## src/rtl/counter_pkg.sv

```systemverilog
// Shared types for the modulo-N up/down counter: terminal-count mode and run state.
package counter_pkg;

    typedef enum logic [1:0] {
        MODE_WRAP    = 2'b00,
        MODE_SAT     = 2'b01,
        MODE_ONESHOT = 2'b10,
        MODE_RELOAD  = 2'b11
    } mode_e;

    typedef enum logic {
        ST_HALT = 1'b0,
        ST_RUN  = 1'b1
    } state_e;

endpackage

```

## src/rtl/counter_prescaler.sv

```systemverilog
// Step divider: tick is high on every PRESCALE-th cycle in which en is high.
module counter_prescaler #(
    parameter int PRESCALE = 4
) (
    input  logic clk,
    input  logic rst,
    input  logic clr,
    input  logic en,
    output logic tick
);

    localparam int            CW   = $clog2(PRESCALE);
    localparam logic [CW-1:0] LAST = CW'(PRESCALE - 1);
    localparam logic [CW-1:0] ONE  = CW'(1);

    logic [CW-1:0] cnt_q;
    logic [CW-1:0] cnt_d;

    always_comb begin
        tick  = en && (cnt_q == LAST);
        cnt_d = cnt_q;
        if (clr) begin
            cnt_d = '0;
        end else if (en) begin
            cnt_d = tick ? '0 : cnt_q + ONE;
        end
    end

    always_ff @(posedge clk or posedge rst) begin
        if (rst) begin
            cnt_q <= '0;
        end else begin
            cnt_q <= cnt_d;
        end
    end

endmodule

```

## src/rtl/counter_mod_updown.sv

```systemverilog
// Modulo-N up/down counter with load, four terminal-count modes and a registered tc pulse.
// Optional step prescaler compiled in with `define COUNTER_PRESCALE_EN.
module counter_mod_updown
    import counter_pkg::*;
#(
    parameter int WIDTH    = 8,
    parameter int MAX_VAL  = (1 << WIDTH) - 1,
    parameter int PRESCALE = 4
) (
    input  logic             clk,
    input  logic             rst,
    input  logic             clear,
    input  logic             load,
    input  logic [WIDTH-1:0] data,
    input  logic             enable,
    input  logic             up_down,
    input  logic [1:0]       mode,
    output logic [WIDTH-1:0] count,
    output logic             tc,
    output logic             running
);

    localparam logic [WIDTH-1:0] MAX_C = MAX_VAL[WIDTH-1:0];
    localparam logic [WIDTH-1:0] ONE   = WIDTH'(1);

    logic [WIDTH-1:0] count_q, count_d;
    logic [WIDTH-1:0] reload_q, reload_d;
    logic             tc_q, tc_d;
    state_e           state_q, state_d;

    logic qual;
    logic step;
    logic at_term;

    function automatic logic [WIDTH-1:0] clamp_load(input logic [WIDTH-1:0] v);
        return (v > MAX_C) ? MAX_C : v;
    endfunction

    assign qual = enable && (state_q == ST_RUN);

`ifdef COUNTER_PRESCALE_EN
    logic tick;

    counter_prescaler #(
        .PRESCALE (PRESCALE)
    ) u_prescaler (
        .clk  (clk),
        .rst  (rst),
        .clr  (clear | load),
        .en   (qual),
        .tick (tick)
    );

    assign step = qual && tick;
`else
    logic unused_prescale;
    assign unused_prescale = ^PRESCALE;
    assign step            = qual;
`endif

    // Terminal depends on the direction sampled with this step, so reversing moves away without tc.
    assign at_term = up_down ? (count_q == MAX_C) : (count_q == '0);

    always_comb begin
        count_d  = count_q;
        reload_d = reload_q;
        state_d  = state_q;
        tc_d     = 1'b0;
        if (clear) begin
            count_d = '0;
            state_d = ST_RUN;
        end else if (load) begin
            count_d  = clamp_load(data);
            reload_d = clamp_load(data);
            state_d  = ST_RUN;
        end else if (step) begin
            if (!at_term) begin
                count_d = up_down ? count_q + ONE : count_q - ONE;
            end else begin
                tc_d = 1'b1;
                case (mode_e'(mode))
                    MODE_WRAP:    count_d = up_down ? '0 : MAX_C;
                    MODE_SAT:     count_d = count_q;
                    MODE_ONESHOT: state_d = ST_HALT;
                    MODE_RELOAD:  count_d = reload_q;
                    default:      count_d = count_q;
                endcase
            end
        end
    end

    always_ff @(posedge clk or posedge rst) begin
        if (rst) begin
            count_q  <= '0;
            reload_q <= MAX_C;
            tc_q     <= 1'b0;
            state_q  <= ST_RUN;
        end else begin
            count_q  <= count_d;
            reload_q <= reload_d;
            tc_q     <= tc_d;
            state_q  <= state_d;
        end
    end

    assign count   = count_q;
    assign tc      = tc_q;
    assign running = (state_q == ST_RUN);

endmodule

```

## config.mk

```make
export PLATFORM = sky130hd
export DESIGN_NAME = counter_mod_updown
export DESIGN_NICKNAME = d
export VERILOG_FILES = /design/src/rtl/counter_pkg.sv /design/src/rtl/counter_prescaler.sv /design/src/rtl/counter_mod_updown.sv
export SDC_FILE = /design/constraint.sdc
export NUM_CORES = 1
export LEC_CHECK = 0
export ABC_AREA = 1
export CAP_MARGIN = 20
export CORE_MARGIN = 10
export CORE_UTILIZATION = 52
export CTS_CLUSTER_SIZE = 20
export DETAILED_ROUTE_END_ITERATION = 8
export PLACE_DENSITY = 0.76
export SYNTH_ARGS = -nofsm -noshare
export SYNTH_HDL_FRONTEND = slang
export SYNTH_SLANG_ARGS = --single-unit
export TNS_END_PERCENT = 10
```

## constraint.sdc

```tcl
create_clock -name clk -period 2.05 [get_ports clk]
set_clock_uncertainty 0.2 [all_clocks]
set_input_delay 0.205 -clock clk [delete_from_list [all_inputs] [get_ports clk]]
set_output_delay 0.205 -clock clk [all_outputs]
set_load 0.05 [all_outputs]
```

==> flow_metrics.env, run 1 <==
export IMPL_wl_per_cell_um=12.6
export IMPL_r2r_slack_ns=0.18
export IMPL_portBuffers=25
export IMPL_synth_common_cells="nand2_1 (78), inv_1 (25), nor2_1 (24)"
export IMPL_nets=289
export IMPL_power_density_nw_per_um2=641
export IMPL_drive_above_1_share_pct=23.0
export IMPL_syn_to_final_growth_pct=34.6
export IMPL_p_total_w=0.00125
export IMPL_synth_top_area_share_pct=20.2
export IMPL_grt_max_degree=19
export IMPL_synth_area_um2=1450
export IMPL_first_iter_violations=75
export IMPL_cts_resized=0
export IMPL_outcome="finished clean"
export IMPL_rsz0062_at_grt="yes"
export IMPL_first_global_vias=1432
export IMPL_ys_types=25
export IMPL_avgSynthCellArea_um2=6.73
export IMPL_crit_arrival_ns=1.56
export IMPL_initial_core_util_pct=53.6
export IMPL_final_area_um2=1960
export IMPL_critPathRequiredTime_ns=1.64
export IMPL_core_um2=2710
export IMPL_worst_path_largest_cell_delay_ns=0.83
export IMPL_critPathBufInv=1
export IMPL_synth_flop_cell="dfstp_2"
export IMPL_synth_top_family_by_area="simple AND/OR/NAND/NOR gates"
export IMPL_n_fill_cell=231
export IMPL_cts_tree="yes"
export IMPL_ir_drop_v=0.000573
export IMPL_num_rows=19
export IMPL_synth_seq_cells=18
export IMPL_cpLargestDelayFamily="buffers and inverters"
export IMPL_fin_crit_ns=1.97
export IMPL_clock_path_buffers=2
export IMPL_cts_buffers=3
export IMPL_wirelength_um=3720
export IMPL_slew_headroom_pct=66.1
export IMPL_hpwl_um=3070
export IMPL_hold_violations=0
export IMPL_yosysWarnings=0
export IMPL_synth_xor_area_share_pct=1.81
export IMPL_drtAntennaViolNets=0
export IMPL_synth_most_common_cell="nand2_1"
export IMPL_setup_viol=0
export IMPL_min_path_type="input pin to async pin"
export IMPL_fmax_ghz=0.509
export IMPL_placed_area_um2=1900
export IMPL_dieArea_um2=5310
export IMPL_tightest_slew_ns=0.508
export IMPL_cts_setup_buffers=0
export IMPL_clkTransAtPathRegs_ns=0.11
export IMPL_worstReg2RegStart="count[1]"
export IMPL_synth_fp_nets=239
export IMPL_die_y_um=72.9
export IMPL_slowest_stage="clkdlybuf4s50_1"
export IMPL_multi_input_area_um2=892
export IMPL_grt_overflow=0
export IMPL_synth_compound_area_share_pct=9.47
export IMPL_synth_top_area_cell="nand2_1"
export IMPL_routed_via_count=1467
export IMPL_endpoint_kind="output port"
export IMPL_synth_fa_ha_area_share_pct=6.55
export IMPL_async_reset_ff_share_pct=100
export IMPL_ctsHtreeMaxLevel=1
export IMPL_diodes=0
export IMPL_clk_latency_ns=0.30
export IMPL_cap_violations=0
export IMPL_cts_num_sinks=18
export IMPL_synthMuxAreaShare_pct=0
export IMPL_dr_pass1_iters=4
export IMPL_final_util_pct=72.2
export IMPL_min_period_over_period_pct=95.9
export IMPL_io_pins=26
export IMPL_dp_slack_ns=-0.268
export IMPL_crit_type="flop to output port"
export IMPL_register_area_um2=464
export IMPL_fp_dieW_um=72.9
export IMPL_setup_ws_ns=0.0850
export IMPL_grtUsageTotal_pct=14.6
export IMPL_critPathLaunchType="flop"
export IMPL_yosys_top_cells_area="nand2_1 (20%), dfstp_2 (16%), dfrtp_1 (16%)"
export IMPL_path_cells="clkdlybuf4s50_1"
export IMPL_routabilityCongestion=0.838
export IMPL_drc=0
export IMPL_viasPerCell=4.96
export IMPL_antenna_found_initial=0
export IMPL_grt_pass1_wl_um=6330
export IMPL_synth_yosys_seq_area_share_pct=31.8
export IMPL_cp_max_fo=4
export IMPL_reg2regPathDepth=11
export IMPL_synth_cells=216
export IMPL_cts_hold_buffers=0
export IMPL_timing_rr_end="count[7]"
export IMPL_fin_setup_tns_ns=0
export IMPL_cts_root_buf="clkbuf_4"
export IMPL_leakagePower_nw=1.10
export IMPL_synth_simple_area_share_pct=42.4
export IMPL_slew_violations=0
export IMPL_synth_edff_count=0
stage by stage:
| stage | std cells | hold slack, ns |
|---|---|---|
| 2_1_floorplan | 216 | -0.0631 |
| 3_3_place_gp | 292 | 0.257 |
| 3_5_place_dp | 292 | 0.271 |
| 4_1_cts | 296 | 0.0269 |
| 5_1_grt | 296 | 0.0379 |
| 6_report | 296 | 0.0290 |
logic make-up (layout without fill, tap and decap cells):
kind of cell	Yosys count	count (layout)
buffers and inverters	28	77
adders and majority gates	7	7
DFF	18	18
AOI/OAI and AO/OA	26	26
xor gates and xnor gates	3	3
and+or+nand+nor	134	134
worst max path at each step:
stage	start	endpoint	slack [ns]	depth (start not counted)
after floorplan	count[5]	count[6]	0.09	9
after global placement	up_down	count[7]	-0.25	12
after detailed placement	up_down	count[7]	-0.27	12
after CTS	count[4]	count[4]	0.009	2
after global routing	up_down	count[7]	-0.03	11
final	count[7]	count[7]	0.08	1
layer usage:
layer | global-route usage, % | share of wire [%] | up-vias
met2 | 24.6 | 47 | 31
met5 | 0 | 0 | -
met1 | 17.8 | 47 | 650
met3 | 2.72 | 4.2 | 6
met4 | 5.91 | 1.8 | 0
li1 | - | - | 780
cell type report:
type / count / share of cell area, %
multi-input cells: 170 / 45.6
flip-flops and latches: 18 / 23.7
repair buffers: 48 / 22.5
inverters: 25 / 4.80
well taps: 31 / 1.98
clock buffers: 4 / 1.34
cell usage in the layout, fill, tap and decap left out, types with 2 or more instances in the layout:
master           Yosys  routed
o21ai_2              2       2
dfrtp_1              9       7
nand2_4              3       2
nor2_1              24      23
dfrtp_2              0       2
o21ai_0             16      16
xor2_1               2       2
nand2_2              4       4
a21oi_1              7       6
dfstp_2              9       9
nand2_1             78      78
nand3_1             14      14
nor2_4               2       2
ha_1                 6       6
nor2_2               4       5
nand4_1              2       2
buf_4                1      25
dlymetal6s2s_1       0       5
clkdlybuf4s50_1      0      17
clkbuf_4             0       3
inv_1               25      24
sequential cells by signal, summed over array words and instances (netlist names):
signal,cells
count,8
reload_q,8
running,1
tc,1
power by group:
group	leakage, nW	switching, W	internal (W)
clock	0.0150	0.000116	0.0000757
combinational	0.877	0.000364	0.000253
sequential	0.208	0.0000310	0.000413
total	1.10	0.000511	0.000742
Power figures use the tool's default switching activity.
==> run 2: changes to the inputs <==
Settings changed: CORE_UTILIZATION 52 to 40, PLACE_DENSITY 0.76 to 0.6.
==> flow_metrics.env, run 2 (synthesized netlist as in run 1, its figures left out) <==
export IMPL_portBuffers=25
export IMPL_cap_violations=0
export IMPL_initial_core_util_pct=42.5
export IMPL_hold_slack_ns=0.00129
export IMPL_rsz0062_at_grt="yes"
export IMPL_drive_above_1_share_pct=25.0
export IMPL_grt_max_degree=19
export IMPL_fmax_ghz=0.498
export IMPL_worst_path_largest_cell_delay_ns=0.80
export IMPL_power_density_nw_per_um2=646
export IMPL_cts_hold_buffers=0
export IMPL_power_frac_seq_pct=35.2
export IMPL_crit_cells=2
export IMPL_min_path_type="input pin to async pin"
export IMPL_p_clk_share_pct=15.7
export IMPL_layout_cells_most_common="nand2_1"
export IMPL_die_y_um=80.3
export IMPL_diodes=0
export IMPL_critPathRequiredTime_ns=1.64
export IMPL_syn_to_final_growth_pct=35.5
export IMPL_routed_via_count=1471
export IMPL_slowest_stage="clkdlybuf4s50_1"
export IMPL_crit_arrival_ns=1.60
export IMPL_endpoint_kind="output port"
export IMPL_fp_dieW_um=80.3
export IMPL_p_sw_w=0.000524
export IMPL_timing_rr_end="count[7]"
export IMPL_clkTransAtPathRegs_ns=0.11
export IMPL_cp_max_fo=4
export IMPL_grtUsageTotal_pct=12.7
export IMPL_p_sw_share_pct=41.3
export IMPL_dr_pass1_iters=4
export IMPL_dieArea_um2=6440
export IMPL_cts_buffers=3
export IMPL_hold_violations=0
export IMPL_crit_type="flop to output port"
export IMPL_routabilityCongestion=0.849
export IMPL_ir_drop_v=0.000302
export IMPL_io_pins=26
export IMPL_fin_crit_ns=2.01
export IMPL_critPathLaunchType="flop"
export IMPL_wl_per_cell_um=12.6
export IMPL_clk_latency_ns=0.30
export IMPL_reg2regPathDepth=11
export IMPL_cts_num_sinks=18
export IMPL_cts_resized=0
export IMPL_wirelength_um=3910
export IMPL_tightest_slew_ns=0.509
export IMPL_final_area_um2=1970
export IMPL_clock_path_buffers=2
export IMPL_num_rows=21
export IMPL_slew_headroom_pct=66.0
export IMPL_placed_area_um2=1900
export IMPL_path_cells="buf_4, clkdlybuf4s50_1"
export IMPL_crit_start="count[1]"
export IMPL_r2r_slack_ns=0.15
export IMPL_min_period_over_period_pct=98.0
export IMPL_outcome="finished clean"
export IMPL_nets=288
export IMPL_p_comb_share_pct=49.1
export IMPL_cts_setup_buffers=0
export IMPL_crit_end="count[1]"
export IMPL_first_iter_violations=71
export IMPL_worstReg2RegStart="count[1]"
export IMPL_cts_tree="yes"
export IMPL_viasPerCell=4.75
export IMPL_first_global_vias=1443
export IMPL_leakagePower_nw=1.05
export IMPL_drtAntennaViolNets=0
export IMPL_slew_violations=0
export IMPL_drc=0
export IMPL_grt_pass1_wl_um=6640
export IMPL_cpLargestDelayFamily="buffers and inverters"
export IMPL_final_cell_mix="nand2_1 (78), buf_4 (27), inv_1 (24)"
export IMPL_critPathBufInv=2
export IMPL_cts_root_buf="clkbuf_4"
export IMPL_grt_overflow=0
export IMPL_antenna_found_initial=0
export IMPL_hpwl_um=3130
export IMPL_ctsHtreeMaxLevel=1
export IMPL_p_int_w=0.000747
export IMPL_final_util_pct=57.6
export IMPL_core_um2=3420
export IMPL_setup_viol=0
==> run 2: worst register-to-register path: stages, from the launching register on <==
cell,delay [ns]
dfrtp_2,0.42
buf_4,0.15
ha_1,0.30
nand3_1,0.07
nand3_1,0.15
nand2_1,0.09
nand3_1,0.07
nand2_1,0.06
nor2_2,0.11
nor2_1,0.04
nor2_1,0.09
nor2_1,0.05
==> run 2: per-stage QoR <==
step / setup slack (ns) / instances / total power (W) / setup TNS (ns)
final: 0.0413 / 310 / 0.00127 / 0
after global routing: -0.0231 / 310 / 0.00137 / -0.0244
after CTS: 0.00358 / 310 / 0.00126 / 0
after detailed placement: -0.279 / 306 / 0.00106 / -1.82
after global placement: -0.268 / 306 / 0.00106 / -1.73
after floorplan: 0.0866 / 216 / 0.000830 / 0
==> run 2: metal layers <==
| metal | GRT usage (%) | wire (µm) | vias up |
|---|---|---|---|
| met5 | 0 | 0 | - |
| met4 | 3.70 | 44 | 0 |
| met3 | 2.45 | 189 | 5 |
| met2 | 20.7 | 1780 | 33 |
| met1 | 16.6 | 1900 | 656 |
| li1 | - | - | 777 |
==> run 2: layout make-up <==
cell class                      instances  area [µm²]
Multi-Input combinational cell        170         911
Tap cell                               46        57.6
Clock buffer                            4        26.3
Sequential cell                        18         464
Inverter                               25        93.8
Timing Repair Buffer                   47         415
Fill cell                             356        1450
==> run 2: power groups by stage <==
stage	Combinational (W)	Clock [W]	Sequential (W)
2_1_floorplan	0.000294	0	0.000537
3_3_place_gp	0.000608	0	0.000451
3_5_place_dp	0.000606	0	0.000452
4_1_cts	0.000610	0.000202	0.000445
5_1_grt	0.000701	0.000212	0.000453
6_report	0.000624	0.000200	0.000448
==> run 2: worst min-delay path by stage <==
stage / startpoint / end / cells after the start
final: rst / count[1] / 3
after global routing: rst / tc / 3
after CTS: rst / tc / 3
after detailed placement: reload_q[0] / reload_q[0] / 2
after global placement: reload_q[3] / reload_q[3] / 2
after floorplan: rst / count[2] / 1
